**src/rtl/oled_spi_receiver.sv**
```systemverilog
// oled_spi_receiver: SPI slave for an SSD1306-style 128x64 OLED; decodes panel commands and streams data into a framebuffer.
// Optional build macro OLED_RX_CHECKSUM_EN adds a per-frame modulo-256 data checksum on frame_sum.
`default_nettype none

module oled_spi_receiver #(
  parameter int SYNC_STAGES = 2,
  parameter int FB_BYTES    = 1024
) (
  input  logic       clk,
  input  logic       rst_n,
  input  logic       io_sclk,
  input  logic       io_sdin,
  input  logic       io_cs,
  input  logic       io_dc,
  input  logic       io_reset,
  output logic       fb_we,
  output logic [9:0] fb_addr,
  output logic [7:0] fb_wdata,
  output logic       frame_done,
  output logic       display_on,
  output logic       invert,
  output logic [7:0] contrast,
  output logic [7:0] cmd_count,
  output logic [7:0] frame_sum
);

  localparam logic [9:0] LAST_ADDR = 10'(FB_BYTES - 1);

  typedef enum logic [1:0] {
    DEC_CMD          = 2'd0,
    DEC_ARG_CONTRAST = 2'd1,
    DEC_ARG_MODE     = 2'd2,
    DEC_ARG_SKIP     = 2'd3
  } dec_state_t;

  logic [SYNC_STAGES-1:0] sclk_sync, sdin_sync, cs_sync, dc_sync, rstn_sync;
  logic                   sclk_prev;

  always_ff @(posedge clk or negedge rst_n) begin
    if (!rst_n) begin
      sclk_sync <= '1;
      sdin_sync <= '0;
      cs_sync   <= '1;
      dc_sync   <= '0;
      rstn_sync <= '1;
      sclk_prev <= 1'b1;
    end else begin
      sclk_sync <= {sclk_sync[SYNC_STAGES-2:0], io_sclk};
      sdin_sync <= {sdin_sync[SYNC_STAGES-2:0], io_sdin};
      cs_sync   <= {cs_sync[SYNC_STAGES-2:0],   io_cs};
      dc_sync   <= {dc_sync[SYNC_STAGES-2:0],   io_dc};
      rstn_sync <= {rstn_sync[SYNC_STAGES-2:0], io_reset};
      sclk_prev <= sclk_sync[SYNC_STAGES-1];
    end
  end

  logic sclk_s, sdin_s, cs_s, dc_s, soft_rst, sclk_rise;
  assign sclk_s    = sclk_sync[SYNC_STAGES-1];
  assign sdin_s    = sdin_sync[SYNC_STAGES-1];
  assign cs_s      = cs_sync[SYNC_STAGES-1];
  assign dc_s      = dc_sync[SYNC_STAGES-1];
  assign soft_rst  = ~rstn_sync[SYNC_STAGES-1];
  assign sclk_rise = sclk_s & ~sclk_prev;

  logic [2:0] bit_cnt;
  logic [6:0] shift;
  logic       byte_valid;
  logic [7:0] byte_data;
  logic       byte_dc;

  always_ff @(posedge clk or negedge rst_n) begin
    if (!rst_n) begin
      bit_cnt    <= 3'd0;
      shift      <= 7'd0;
      byte_valid <= 1'b0;
      byte_data  <= 8'd0;
      byte_dc    <= 1'b0;
    end else if (soft_rst) begin
      bit_cnt    <= 3'd0;
      shift      <= 7'd0;
      byte_valid <= 1'b0;
      byte_data  <= 8'd0;
      byte_dc    <= 1'b0;
    end else begin
      byte_valid <= 1'b0;
      if (cs_s) begin
        bit_cnt <= 3'd0;
      end else if (sclk_rise) begin
        shift   <= {shift[5:0], sdin_s};
        bit_cnt <= bit_cnt + 3'd1;
        if (bit_cnt == 3'd7) begin
          byte_valid <= 1'b1;
          byte_data  <= {shift, sdin_s};
          byte_dc    <= dc_s;
        end
      end
    end
  end

  dec_state_t state;
  logic [9:0] wptr;
  // Mode argument is held but only horizontal addressing is implemented.
  logic [1:0] unused_addr_mode;

  always_ff @(posedge clk or negedge rst_n) begin
    if (!rst_n) begin
      state            <= DEC_CMD;
      wptr             <= 10'd0;
      unused_addr_mode <= 2'd0;
      fb_we            <= 1'b0;
      fb_addr          <= 10'd0;
      fb_wdata         <= 8'd0;
      frame_done       <= 1'b0;
      display_on       <= 1'b0;
      invert           <= 1'b0;
      contrast         <= 8'h7F;
      cmd_count        <= 8'd0;
    end else if (soft_rst) begin
      state            <= DEC_CMD;
      wptr             <= 10'd0;
      unused_addr_mode <= 2'd0;
      fb_we            <= 1'b0;
      fb_addr          <= 10'd0;
      fb_wdata         <= 8'd0;
      frame_done       <= 1'b0;
      display_on       <= 1'b0;
      invert           <= 1'b0;
      contrast         <= 8'h7F;
      cmd_count        <= 8'd0;
    end else begin
      fb_we      <= 1'b0;
      frame_done <= 1'b0;
      if (byte_valid) begin
        if (byte_dc) begin
          // Data always wins: a pending argument is abandoned.
          state      <= DEC_CMD;
          fb_we      <= 1'b1;
          fb_addr    <= wptr;
          fb_wdata   <= byte_data;
          frame_done <= (wptr == LAST_ADDR);
          wptr       <= (wptr == LAST_ADDR) ? 10'd0 : wptr + 10'd1;
        end else begin
          cmd_count <= cmd_count + 8'd1;
          case (state)
            DEC_CMD: begin
              case (byte_data)
                8'hAE: display_on <= 1'b0;
                8'hAF: display_on <= 1'b1;
                8'hA6: invert     <= 1'b0;
                8'hA7: invert     <= 1'b1;
                8'h81: state      <= DEC_ARG_CONTRAST;
                8'h20: begin
                  state <= DEC_ARG_MODE;
                  wptr  <= 10'd0;
                end
                8'h21, 8'h22: wptr <= 10'd0;
                8'hA8, 8'hD3, 8'hD5, 8'hD9, 8'hDB, 8'h8D: state <= DEC_ARG_SKIP;
                default: ;
              endcase
            end
            DEC_ARG_CONTRAST: begin
              contrast <= byte_data;
              state    <= DEC_CMD;
            end
            DEC_ARG_MODE: begin
              unused_addr_mode <= byte_data[1:0];
              state            <= DEC_CMD;
            end
            default: state <= DEC_CMD;
          endcase
        end
      end
    end
  end

`ifdef OLED_RX_CHECKSUM_EN
  logic [7:0] sum_acc;
  logic [7:0] sum_reg;

  always_ff @(posedge clk or negedge rst_n) begin
    if (!rst_n) begin
      sum_acc <= 8'd0;
      sum_reg <= 8'd0;
    end else if (soft_rst) begin
      sum_acc <= 8'd0;
      sum_reg <= 8'd0;
    end else if (byte_valid && byte_dc) begin
      if (wptr == LAST_ADDR) begin
        sum_reg <= sum_acc + byte_data;
        sum_acc <= 8'd0;
      end else begin
        sum_acc <= sum_acc + byte_data;
      end
    end
  end

  assign frame_sum = sum_reg;
`else
  assign frame_sum = 8'd0;
`endif

endmodule

`default_nettype wire

```
**config.mk**
```make
export PLATFORM = sky130hd
export DESIGN_NAME = oled_spi_receiver
export DESIGN_NICKNAME = d
export VERILOG_FILES = /design/src/rtl/oled_spi_receiver.sv
export SDC_FILE = /design/constraint.sdc
export NUM_CORES = 1
export LEC_CHECK = 0
export ABC_AREA = 1
export CORE_UTILIZATION = 47
export CTS_CLUSTER_SIZE = 28
export DETAILED_ROUTE_END_ITERATION = 16
export PLACE_DENSITY = 0.71
export REMOVE_ABC_BUFFERS = 1
export SKIP_LAST_GASP = 1
export SYNTH_ARGS = -nofsm -noshare
export SYNTH_HDL_FRONTEND = slang
export SYNTH_SLANG_ARGS = --single-unit
export TNS_END_PERCENT = 5
```
**constraint.sdc**
```tcl
create_clock -name clk -period 1.8 [get_ports clk]
set_input_delay 0.36 -clock clk [delete_from_list [all_inputs] [get_ports clk]]
set_output_delay 0.36 -clock clk [all_outputs]
set_load 0.05 [all_outputs]
```
==> reports/results.tsv, run 1 <==
stage	metric	value	unit
timing	fmaxAchievable	0.6154	GHz
floorplanning	die_x	89.67	µm
synthesis	yosysMostFrequentCell	nand2_1	
clocking	cts_buffer_depth	2	
synthesis	ys.warnings.count	0	
clocking	numCtsBuffers	9	
route	drt-vias-per-instance	4.988	
power	power_density	895.3	nW/µm²
finish	diodes	0	
clocking	cts_setup_buffers	0	
worst_setup_path	slowest_delay	0.38	ns
synthesis	async_flop_share	100.0	%
floorplanning	die_area	8040	µm²
timing	max_slew_margin	62.76	%
synthesis	avgSynthCellArea	8.725	µm²
floorplanning	io_pins	53	
clocking	cts.clk_slew.worst_paths	0.08	ns
global_routing	grt_pass1_vias	2652	
finish	areaGrowthSynthToFinish	21.20	%
clocking	cts_tree	built	
timing	fin_ws	0.1750	ns
synthesis	syn_inst	414	
power	pwr-share-seq	49.2	%
finish	layout.nets	479	
power	peakVddDrop	0.5439	mV
route	detail_route.wirelength	7339	µm
global_routing	antenna_found_initial	0	
floorplanning	rows	31	
route	vias	2853	
worst_setup_path	cp_cell_sequence	ha_1 > nand2_1 > inv_1 > nand2_1 > nor2_1 > nand4_1 > nand2_1 > inv_1 > nand3_1 > o21ai_0	
global_routing	grt_pass1_wl	12030	µm
route	drc	0	
synthesis	ys_seq_elements	81	
flow_run	maxCapViolations	0	
clocking	cts-htree-levels	3	
timing	period_needed	1.625	ns
power	comb_power_share	10.5	%
placed_design	place_hpwl	5154	µm
synthesis	synth_edf_count	0	
placed_design	placed_cell_area	4123	µm²
global_routing	grt_max_degree	41	
synthesis	ys.flop_type	dfrtp_1	
min_path	hp-class	flip-flop to flip-flop	
global_routing	grt.total_usage	20.28	%
synthesis	synthTopCellsByCount	98 x nand2_1, 67 x dfrtp_1, 47 x inv_1	
timing	post-route-period-util	90.28	%
power	pwr-share-clk	40.3	%
route	antenna_left	0	
worst_setup_path	crit_fanout	4	
timing	tightest_slew	0.5579	ns
worst_setup_path	slowest_stage	dfrtp_1	
worst_setup_path	path_class	flip-flop to flip-flop	
power	p_sw	0.9761	mW
timing	slew_violations	0	
synthesis	synthTopCellsByArea	dfrtp_1 46%, dfstp_2 10%, nand2_1 10%, o21ai_0 5.8%, inv_1 4.9%	
synthesis	synth_area_leader_cell	dfrtp_1	
status	status	finished, final reports clean	
timing	fin_skew	0.008087	ns
timing	setup_violations	0	
finish	final_area	4378	µm²
power	p_sw_share	24.90	%
finish	layout-drive-gt1-share	20.30	%
placed_design	dp_slack	0.1605	ns
route	drt_first_iter_violations	187	
timing	whs	0.3527	ns
worst_setup_path	worst_ep_arrival_time	1.86	ns
route	post_drt_wl_per_cell	12.83	µm
synthesis	syn-cell-area	3612	µm²
worst_setup_path	crit_top_cell	nand2_1	
floorplanning	start_util	49.27	%
power	internal_power	2.944	mW
clocking	cts_sinks	81	
timing	rsz0062_at_grt	false	
placed_design	port_buffers	44	
clocking	clock_latency	0.36	ns
worst_setup_path	endpoint_kind	flip-flop	
power	leakage	2.177	nW
floorplanning	core_area	7331	µm²
timing	finalHoldViolCount	0	
synthesis	yosysSeqAreaShare	56.60	%
placed_design	routabilityCongestion	0.8475	
worst_setup_path	critPathBufInv	2	
clocking	cts_root_buf	clkbuf_8	
global_routing	overflow	0	
worst_setup_path	critical_path.top_delay_family	simple AND/OR/NAND/NOR gates	
route	dr.pass1.iters	4	
floorplanning	die_height	89.67	µm
worst_setup_path	startpoint_type	flip-flop	
synthesis	netlist.area_leader.share	46.41	%
worst_setup_path	required	2.03	ns
synthesis	ys_types	31	
[cell type report]
| class | instances | area [µm²] |
|---|---|---|
| Timing Repair Buffer | 55 | 490.5 |
| Sequential cell | 81 | 2044 |
| Clock inverter | 7 | 118.9 |
| Fill cell | 655 | 2953 |
| Clock buffer | 9 | 123.9 |
| Multi-Input combinational cell | 270 | 1285 |
| Inverter | 51 | 191.4 |
| Tap cell | 99 | 123.9 |
[metrics by stage]
| step | power (mW) | cells | setup TNS, ns | utilization [%] |
|---|---|---|---|---|
| floorplan | 2.190 | 402 | -3.009 | - |
| global placement | 2.371 | 555 | 0 | 56.24 |
| detailed placement | 2.374 | 555 | 0 | 56.24 |
| CTS | 3.965 | 572 | 0 | 59.69 |
| global route | 4.088 | 572 | 0 | 59.72 |
| finish | 3.920 | 572 | 0 | 59.72 |
[flip-flops by register name (all words and copies together), names as in the netlist, 2 cells and up]
signal	count
byte_data	8
sclk_sync	2
fb_wdata	8
sdin_sync	2
contrast	8
bit_cnt	3
dc_sync	2
shift	7
fb_addr	10
state	2
cs_sync	2
rstn_sync	2
cmd_count	8
wptr	10
[per-layer routing]
metal | global-route usage, % | up-vias | part of all wire (%) | wire length (µm)
li1 | - | 1429 | - | -
met1 | 26.73 | 1345 | 47 | 3437
met2 | 32.16 | 67 | 47 | 3443
met3 | 5.027 | 12 | 4.5 | 333
met4 | 8.369 | 0 | 1.7 | 125
met5 | 0 | - | 0 | 0
[cell families after synthesis]
group / synth area share [%]
AO/OA/AOI/OAI: 10.60
adder cells (fa/ha/maj): 1.386
buffers and inverters: 8.625
flip-flops: 56.60
other: 0.1038
AND/OR/NAND/NOR: 22.69
[worst paths after layout]
kind / start / end / slack (ns) / depth (start not counted)
min: dc_sync[0]$_DFF_PN0_ / dc_sync[1]$_DFF_PN0_ / 0.35 / 0
min reg2reg: dc_sync[0]$_DFF_PN0_ / dc_sync[1]$_DFF_PN0_ / 0.35 / 0
max: wptr[1]$_DFFE_PN0P_ / wptr[1]$_DFFE_PN0P_ / 0.18 / 10
min in group asynchronous: rst_n / sdin_sync[0]$_DFF_PN0_ / 0.51 / 2
max reg2reg: wptr[1]$_DFFE_PN0P_ / wptr[1]$_DFFE_PN0P_ / 0.18 / 10
max in group asynchronous: rst_n / fb_addr[8]$_DFFE_PN0P_ / 0.66 / 3
[power by group through the flow]
stage	logic, mW	registers, mW	clock network (mW)
finish	0.411	1.93	1.58
global route	0.452	1.93	1.70
CTS	0.415	1.93	1.62
detailed placement	0.412	1.96	0
global placement	0.412	1.96	0
floorplan	0.152	2.04	0
[cell usage in the layout, fill, tap and decap left out, types with 2 or more instances in the layout]
cell type        instances
nor2_2                   4
inv_1                   47
conb_1                   8
buf_12                   5
bufinv_16                3
nand3_1                 27
buf_4                   44
o211ai_1                 7
ha_1                     4
nor3_1                   5
a21oi_1                 12
clkinvlp_4               2
a22o_1                   2
dfrtp_1                 67
clkdlybuf4s50_1          5
inv_2                    4
dfstp_2                 14
nand2_2                  3
o21ai_0                 42
nand2_1                 97
nor2_1                  42
nor3_2                   3
a31oi_1                  2
clkbuf_8                 9
nand4_1                  4
[timing repair]
action,CTS,global route
endpoints found under the hold margin,24,0
gates resized for setup,0,1
hold buffers,1,0
setup endpoints to repair,0,7
Note: power is estimated with default switching activity, not from simulation.
==> inputs of run 2 (changes only) <==
CTS_CLUSTER_SIZE = 20   (was 28)
==> results of run 2 <==
Final layout, timing and power as in run 1 (identical DEF).
==> inputs of run 3 (changes only) <==
DONT_BUFFER_PORTS = 1   (was default)
PLACE_DENSITY = default   (was 0.71)
==> run 3 against run 2 <==
Against the previous run:
- the run now ends with negative hold slack left
- sequential power up 4%
- via count down 6.2%
- critical path depth down 6
- sequential cell count unchanged
- critical endpoint is now fb_wdata[5]$_DFFE_PN0P_
==> reports/results.tsv, run 3 (synthesized netlist as in run 1, its figures left out) <==
stage	metric	value	unit	change
status	status	finished, violations left		was finished, final reports clean
status	violations	negative hold slack		
floorplanning	core_area	7331	µm²	unchanged
placed_design	dp_slack	0.1454	ns	was 0.1605 ns
finish	final_common_cell	nand2_1		unchanged
global_routing	grt_util_met2	31.13	%	was 32.16%
route	drt-vias-per-instance	5.013		was 4.988
power	p_sw_share	26.65	%	was 24.90%
route	detail_route.wirelength	7088	µm	was 7339 µm
timing	post-route-period-util	88.51	%	was 90.28%
floorplanning	rows	31		unchanged
route	drt_first_iter_violations	165		was 187
power	pwr-share-seq	58.8	%	was 49.2%
finish	final_area	3954	µm²	was 4378 µm²
clocking	cts_tree	built		unchanged
worst_setup_path	rr_startpoint	rstn_sync[1]$_DFF_PN1_		was wptr[1]$_DFFE_PN0P_
power	total_power	3.396	mW	was 3.920 mW
finish	regArea	2044	µm²	unchanged
global_routing	overflow	0		unchanged
timing	whs	-0.3007	ns	was 0.3527 ns
finish	layout.cells.non_filler	534		was 572
global_routing	use_met3	3.931	%	was 5.027%
finish	fillCellCount	694		was 655
route	drc	0		unchanged
worst_setup_path	path_class	flip-flop to flip-flop		unchanged
flow_run	maxCapViolations	0		unchanged
power	comb_power_share	6.4	%	was 10.5%
worst_setup_path	critPathLaunch	rstn_sync[1]$_DFF_PN1_		was wptr[1]$_DFFE_PN0P_
placed_design	place_hpwl	4802	µm	was 5154 µm
timing	setup_violations	0		unchanged
finish	diodes	0		unchanged
clocking	cts_sinks	81		unchanged
route	antenna_left	0		unchanged
timing	finalHoldViolCount	81		was 0
timing	fin_ws	0.2068	ns	was 0.1750 ns
power	leakage	1.921	nW	was 2.177 nW
clocking	cts-htree-levels	3		unchanged
worst_setup_path	startpoint_type	flip-flop		unchanged
timing	max_slew_margin	61.89	%	was 62.76%
power	peakVddDrop	0.3848	mV	was 0.5439 mV
power	pwr-share-clk	34.8	%	was 40.3%
worst_setup_path	critPathBufInv	1		was 2
finish	layout.nets	441		was 479
floorplanning	die_x	89.67	µm	unchanged
finish	final_cell_mix	97 x nand2_1, 67 x dfrtp_1, 47 x inv_1		unchanged
clocking	clock_latency	0.35	ns	was 0.36 ns
global_routing	grt_util_met1	27.20	%	was 26.73%
worst_setup_path	slowest_stage	dfstp_2		was dfrtp_1
global_routing	grt_max_degree	82		was 41
clocking	numCtsBuffers	9		unchanged
global_routing	grt.total_usage	19.97	%	was 20.28%
timing	fmaxAchievable	0.6277	GHz	was 0.6154 GHz
finish	reg.largest.list	fb_addr: 10 flops, wptr: 10 flops		unchanged
route	dr.pass1.iters	4		unchanged
global_routing	grt_pass1_wl	11970	µm	was 12,030 µm
floorplanning	io_pins	53		unchanged
power	power_density	858.9	nW/µm²	was 895.3 nW/µm²
worst_setup_path	worst_ep_arrival_time	1.85	ns	was 1.86 ns
power	p_sw	0.9052	mW	was 0.9761 mW
clocking	cts_setup_buffers	0		unchanged
floorplanning	start_util	49.27	%	unchanged
clocking	cts_root_buf	clkbuf_8		unchanged
clocking	cts.clk_slew.worst_paths	0.08	ns	about the same
worst_setup_path	endpoint_kind	flip-flop		unchanged
worst_setup_path	required	2.06	ns	was 2.03 ns
finish	areaGrowthSynthToFinish	9.456	%	was 21.20%
placed_design	routabilityCongestion	0.8571		was 0.8475
timing	fin_skew	0.01069	ns	was 0.008087 ns
global_routing	antenna_found_initial	0		unchanged
clocking	cts_buffer_depth	2		unchanged
route	post_drt_wl_per_cell	13.27	µm	was 12.83 µm
timing	rsz0062_at_grt	false		unchanged
global_routing	grt_pass1_vias	2541		was 2,652
placed_design	port_buffers	0		was 44
timing	slew_violations	0		unchanged
worst_setup_path	crit_fanout	17		was 4
timing	period_needed	1.593	ns	was 1.625 ns
clocking	cts_hold_buf	3		was 1
worst_setup_path	critical_path.top_delay_family	flip-flops		was simple AND/OR/NAND/NOR gates
placed_design	placed_cell_area	3747	µm²	was 4123 µm²
floorplanning	die_area	8040	µm²	unchanged
finish	multiInputGateArea	1285	µm²	unchanged
floorplanning	die_height	89.67	µm	unchanged
global_routing	grt.busiest_layer	met2		unchanged
min_path	hp-class	input pin to async pin		was flip-flop to flip-flop
placed_design	dp.cells	515		was 555
power	internal_power	2.491	mW	was 2.944 mW
worst_setup_path	cp_cell_sequence	nand2_1 > nor2_2 > inv_1 > o21ai_0		was ha_1 > nand2_1 > inv_1 > nand2_1 > nor2_1 > nand4_1 > nand2_1 > inv_1 > nand3_1 > o21ai_0
finish	layout-drive-gt1-share	13.56	%	was 20.30%
timing	tightest_slew	0.5710	ns	was 0.5579 ns
route	vias	2677		was 2,853
worst_setup_path	slowest_delay	0.60	ns	was 0.38 ns
==> run 3: cell types whose count changed in the layout (fill, tap and decap cells not counted) <==
| cell | delta |
|---|---|
| buf_4 | -30 |
| buf_12 | -5 |
| clkdlybuf4s50_1 | -5 |
| bufinv_16 | -3 |
| clkbuf_1 | +2 |
| dlygate4sd3_1 | +2 |
| clkbuf_8 | +1 |
==> run 3: power groups by stage <==
stage          logic, mW  registers (mW)  clock network, mW
2_1_floorplan      0.152            2.04                  0
3_3_place_gp       0.211            2.03                  0
3_5_place_dp       0.212            2.03                  0
4_1_cts            0.218            2.00               1.24
5_1_grt            0.248            2.00               1.31
6_report           0.217            2.00               1.18
==> run 3: routing by layer <==
layer	wire (µm)	share of wire, %
met4	119	1.7
met2	3125	44
met1	3501	49
met5	0	0
met3	342	4.8
==> run 3: layout make-up <==
| type | instances | share of cell area [%] |
|---|---|---|
| flip-flops and latches | 81 | 51.71 |
| clock inverters | 4 | 0.7278 |
| multi-input cells | 270 | 32.50 |
| repair buffers | 17 | 3.418 |
| well taps | 99 | 3.133 |
| clock buffers | 12 | 3.671 |
| inverters | 51 | 4.842 |
==> run 3: worst reg2reg max path: cells and delay by family, from the launching register on <==
family	cells	cell delay, ns
buffers and inverters	1	0.30
DFF	1	0.60
AOI/OAI and AO/OA	1	0.28
and+or+nand+nor	2	0.32
==> run 3: what timing repair did <==
item / in CTS / in global routing
resized for setup: 0 / 1
endpoints found under the setup margin: 0 / 2
endpoints found under the hold margin: 84 / 81
==> run 3: path summary, 6_finish.rpt <==
check	end	cells past startpoint	slack, ns
max in group asynchronous	contrast[0]$_DFFE_PN1P_	0	1.84
max reg2reg	fb_wdata[5]$_DFFE_PN0P_	4	0.21
min	cmd_count[6]$_DFFE_PN0P_	0	-0.30
min in group clk	sdin_sync[0]$_DFF_PN0_	0	0.03
min reg2reg	sdin_sync[1]$_DFF_PN0_	0	0.35
max	fb_wdata[5]$_DFFE_PN0P_	4	0.21
==> run 3: stage by stage <==
| step | setup TNS (ns) | util (%) |
|---|---|---|
| 2_1_floorplan | -3.009 | - |
| 3_3_place_gp | 0 | 51.12 |
| 3_5_place_dp | 0 | 51.12 |
| 4_1_cts | 0 | 53.90 |
| 5_1_grt | 0 | 53.93 |
| 6_report | 0 | 53.93 |
==> edit 1, RTL diff (config.mk and constraints of run 2) <==
The parameter `SYNC_STAGES` goes from 2 to 4.
--- a/src/rtl/oled_spi_receiver.sv
+++ b/src/rtl/oled_spi_receiver.sv
@@ -3,7 +3,7 @@
 `default_nettype none
 
 module oled_spi_receiver #(
-  parameter int SYNC_STAGES = 2,
+  parameter int SYNC_STAGES = 4,
   parameter int FB_BYTES    = 1024
 ) (
   input  logic       clk,
Formal check against the unedited RTL: no difference found for any inputs over 10 cycles, from zero or initial values and one cycle with rst_n low; that may be too few to reach the edited logic, so the function may still have changed.
==> edit 1 against run 2 <==
  * Via count is 5.2% higher
  * Die area increased by 11%
  * Count of clock-buffer cells in the layout unchanged
  * Synthesized cell count up 4.8%
  * Power grew 3.7%
  * Sequential cell count is 10 higher
  * Combinational power rose by 14%
  * Routed wire length grew 7.1%
  * Non-clock buffer count down 2
  * Area after synthesis is 11% higher
  * Core utilization decreased by 1.8 points
  * Cell area up 8.7%
  * Worst setup slack got worse by 10 ps
==> edit 1: results (changes against run 2) <==
metric	value	unit	change
yosysSeqAreaShare	57.50	%	+0.90 points
wl_per_cell	13.14	um	+2.4%
grt_usage	20.17	%	-0.10 points
reg2reg_depth	7		-3
r2r-start	byte_data[6]		
dp_cells	581		+4.7%
avgSynthCellArea	9.225	sq um	+5.7%
status	completed		
ys_types	36		+16%
ir_drop	0.0006071	V	+12%
synth_area_leaders	dfrtp_1, dfstp_2, nand2_1, o21ai_0, inv_1		
holdWs	359.2	ps	+6.562 ps
gp_congestion	0.9015		+6.4%
maxSlewHeadroom	63.77	%	+1.0 points
grt_max_degree	45		+9.8%
place_area	4539	sq um	+10%
clock_path_buffers	2		unchanged
grt_pass1_wl	13.75	mm	+14%
seq-power	2180	uW	+13%
drt-total-wl	7.859	mm	+7.1%
swShare	27.12	%	+2.2 points
place_ws	80.85	ps	-79.64 ps
drive_gt1_share	23.94	%	+3.6 points
cts-root-buf	clkbuf_8		
cpPeakStageDelay	440	ps	+60 ps
crit_fanout	5		+1
fin_nets	499		+4.2%
fin_skew	9.265	ps	+1.178 ps
drt-initial-drc-count	123		-34%
via_per_inst	5.018		+0.61%
hold_path.startpoint	sdin_sync[2]		
synthTopCellsByCount	nand2_1, dfrtp_1, inv_1, nor2_1, o21ai_0		
worst_ep_arrival_time	1930	ps	+70 ps
pg_comb	470	uW	+14%
layout_min_cycle_time	1635	ps	+10.49 ps
hpwl	5.727	mm	+11%
p_clk	1420	uW	-10%
r2r_end	display_on		
## edit 1: final cells by class
class / instances / area, sq um / area share [%]
inverter: 48 / 187.7 / 3.943
timing repair buffer: 53 / 513.0 / 10.78
clock inverter: 7 / 83.83 / 1.761
clock buffer: 9 / 123.9 / 2.603
multi-input combinational: 285 / 1418 / 29.78
tap: 105 / 131.4 / 2.760
sequential: 91 / 2302 / 48.37
## edit 1: how the worst max path moves through the flow
| stage | from | end | depth (start not counted) |
|---|---|---|---|
| final | byte_data[6] | display_on | 7 |
| after global routing | byte_data[6] | display_on | 7 |
| after CTS | sclk_sync[3] | byte_data[7] | 8 |
| after detailed placement | sclk_sync[3] | byte_data[7] | 8 |
| after global placement | sclk_sync[3] | byte_data[7] | 8 |
| after floorplan | rstn_sync[3] | wptr[5] | 7 |
## edit 1: what timing repair did
| action | in CTS | in global routing |
|---|---|---|
| hold endpoints to repair | 20 | 0 |
| setup endpoints to repair | 0 | 9 |
| resized for setup | 0 | 1 |
| hold buffers | 1 | 0 |
## edit 1: cells by family after synthesis
logic type | synth area share (%)
adders and majority gates | 1.250
DFF | 57.50
other | 0.09366
and+or+nand+nor | 22.88
AOI/OAI and AO/OA | 10.47
buffers and inverters | 7.812
## edit 1: routing by layer
metal / vias up / share of wire (%) / track usage, % / routed length [um]
met5: - / 0 / 0 / 0
met4: 0 / 1.2 / 6.282 / 95
met3: 8 / 3.6 / 3.883 / 286
met2: 65 / 48 / 33.39 / 3747
met1: 1445 / 47 / 26.66 / 3730
li1: 1483 / - / - / -
## edit 1: worst register-to-register path, stage by stage (launching register included)
cell and delay (ps):
dfrtp_1 440, inv_1 140, nand2_1 80, nor3_1 320, nand2_1 100, a21boi_0 270
nor2_1 90, a21oi_1 120
==> edit 2, RTL diff (config.mk and constraints of run 2) <==
Made on the original files. Register the output `fb_addr` once more, with the module's reset; this adds one clock of latency there. The other outputs are not delayed to match.
--- a/src/rtl/oled_spi_receiver.sv
+++ b/src/rtl/oled_spi_receiver.sv
@@ -33,6 +33,8 @@
     DEC_ARG_SKIP     = 2'd3
   } dec_state_t;
 
+  logic [9:0] fb_addr_s0;
+
   logic [SYNC_STAGES-1:0] sclk_sync, sdin_sync, cs_sync, dc_sync, rstn_sync;
   logic                   sclk_prev;
 
@@ -108,7 +110,7 @@
       wptr             <= 10'd0;
       unused_addr_mode <= 2'd0;
       fb_we            <= 1'b0;
-      fb_addr          <= 10'd0;
+      fb_addr_s0       <= 10'd0;
       fb_wdata         <= 8'd0;
       frame_done       <= 1'b0;
       display_on       <= 1'b0;
@@ -120,7 +122,7 @@
       wptr             <= 10'd0;
       unused_addr_mode <= 2'd0;
       fb_we            <= 1'b0;
-      fb_addr          <= 10'd0;
+      fb_addr_s0       <= 10'd0;
       fb_wdata         <= 8'd0;
       frame_done       <= 1'b0;
       display_on       <= 1'b0;
@@ -135,7 +137,7 @@
           // Data always wins: a pending argument is abandoned.
           state      <= DEC_CMD;
           fb_we      <= 1'b1;
-          fb_addr    <= wptr;
+          fb_addr_s0 <= wptr;
           fb_wdata   <= byte_data;
           frame_done <= (wptr == LAST_ADDR);
           wptr       <= (wptr == LAST_ADDR) ? 10'd0 : wptr + 10'd1;
@@ -199,6 +201,14 @@
   assign frame_sum = 8'd0;
 `endif
 
+  always_ff @(posedge clk or negedge rst_n) begin
+    if (!rst_n) begin
+      fb_addr <= '0;
+    end else begin
+      fb_addr <= fb_addr_s0;
+    end
+  end
+
 endmodule
 
 `default_nettype wire
Behaviour: no difference found for any inputs over 10 cycles, from zero or initial values and one cycle with rst_n low; that may be too few to reach the edited logic, so the function may still have changed.
==> edit 2 against run 2 <==
  * Worst setup slack worse by 120 ps
  * Sequential cell count increased by 10
  * Core utilization is essentially flat
  * Power grew 8.3%
  * Routed wire length increased by 3.7%
  * Area after synthesis rose by 6.3%
  * Cell area up 6.4%
  * Clock power increased by 6%
  * Global-route usage decreased by 0.90 points
  * Critical path type unchanged
==> edit 2: results (changes against run 2) <==
metric	value	unit	change
grt_pass1_wl	12.85	mm	+6.8%
antenna_found_initial	0		unchanged
gp_congestion	0.8974		+5.9%
hpwl	5.416	mm	+5.1%
route.met3.wl	355	um	+6.6%
crit_fanout	5		+1
avgSynthCellArea	9.205	sq um	+5.5%
routed.top_layer	met4		
cts-root-buf	clkbuf_8		
drt-total-wl	7.613	mm	+3.7%
firstDrtPassIters	4		unchanged
drt-initial-drc-count	122		-35%
via_per_inst	5.135		+2.9%
synth_area_leaders	dfrtp_1, nand2_1, dfstp_2, o21ai_0, nand3_1		
yosysSeqAreaShare	59.78	%	+3.2 points
status	completed		
grt_pass1_vias	2860		+7.8%
hold_class	reg -> reg		
worst_ep_arrival_time	2000	ps	+140 ps
htreeDepth	3		unchanged
fin_nets	483		+0.84%
synthArstFlopShare	100.0	%	unchanged
vias	2973		+4.2%
clkLatencyLatePin	360	ps	about the same
dp_cells	562		+1.3%
ys_types	33		+6.5%
fin_skew	5.974	ps	-2.112 ps
synth_warnings	0		unchanged
synthTopCellsByCount	nand2_1, dfrtp_1, o21ai_0		
cts_made_buffers	9		unchanged
grt_usage	19.38	%	-0.90 points
clock_path_buffers	2		unchanged
p_leak	0.002245	uW	+3.1%
grt_max_degree	47		+15%
ir_drop	0.0006284	V	+16%
met1_length	3.204	mm	-6.8%
clk_pin_slew	90	ps	
top_regs	fb_addr (10), fb_addr_s0 (10), wptr (10)		
reg2reg_setup_slack	50	ps	-120 ps
wl_met2	3.952	mm	+15%
drive_gt1_share	19.92	%	-0.38 points
portBuffers	44		unchanged
diodes	0		unchanged
cts_setup_buffers	0		unchanged
worstMarginPinSlew	604.6	ps	+46.67 ps
edit 2: cells by family (layout without fill, tap and decap cells):
| kind of cell | after synthesis | in the layout | share of synthesized area (%) |
|---|---|---|---|
| other | 1 | 8 | 0.09769 |
| AND/OR/NAND/NOR | 196 | 196 | 22.39 |
| buffers and inverters | 58 | 111 | 6.747 |
| adder cells (fa/ha/maj) | 4 | 4 | 1.304 |
| AO/OA/AOI/OAI | 67 | 67 | 9.681 |
| flip-flops | 91 | 91 | 59.78 |
edit 2: area by class of cell:
class                      count  area [sq um]
fill                         697          3148
sequential                    91          2295
multi-input combinational    275          1314
timing repair buffer          54         520.5
inverter                      41         153.9
clock buffer                  10         137.6
tap                          102         127.6
clock inverter                 6         111.4
edit 2: stage by stage:
step / hold WS, ps / utilization (%) / cell area [sq um] / setup slack (ps) / setup TNS [ps]
after floorplan: 64.41 / - / 3760 / -94.68 / -402.2
after global placement: 287.3 / 56.33 / 4398 / 172.5 / 0
after detailed placement: 291.9 / 56.33 / 4398 / 116.0 / 0
after CTS: 359.1 / 59.65 / 4657 / 97.37 / 0
after global routing: 359.5 / 59.68 / 4659 / -52.17 / -228.7
final: 354.1 / 59.68 / 4659 / 54.01 / 0
edit 2: worst max-delay path, cell delays in order, from the launching register on:
cell     delay (ps)
dfrtp_1         410
ha_1            220
nand3_1         110
nor2_1          130
nand2_1         100
nor2_1          180
nand2_1         110
nand2_1          80
nand2_1         130
nand2_1         120
nor2_1           40
edit 2: worst paths after layout:
check | startpoint | depth (start not counted) | end
min in group asynchronous | rst_n | 2 | fb_addr[4]
max in group asynchronous | rst_n | 3 | contrast[1]
setup reg to reg | wptr[1] | 10 | wptr[2]
hold / removal | dc_sync[0] | 0 | dc_sync[1]
setup / recovery | wptr[1] | 10 | wptr[2]
hold reg to reg | dc_sync[0] | 0 | dc_sync[1]
edit 2: what timing repair did:
item | CTS | global route
endpoints found under the setup margin | 0 | 6
hold buffers | 1 | 0
hold endpoints to repair | 20 | 0
resized for setup | 0 | 1
edit 2: per-layer routing:
metal  track usage, %  vias up
met3            4.187       10
met5                0        -
met4            8.203        0
li1                 -     1457
met2            33.52       87
met1            23.32     1419
edit 2: where the power goes:
part	total (uW)	internal, uW	switching [uW]
sequential	2150	2110	42.8
combinational	408	141	266
clock	1680	962	721
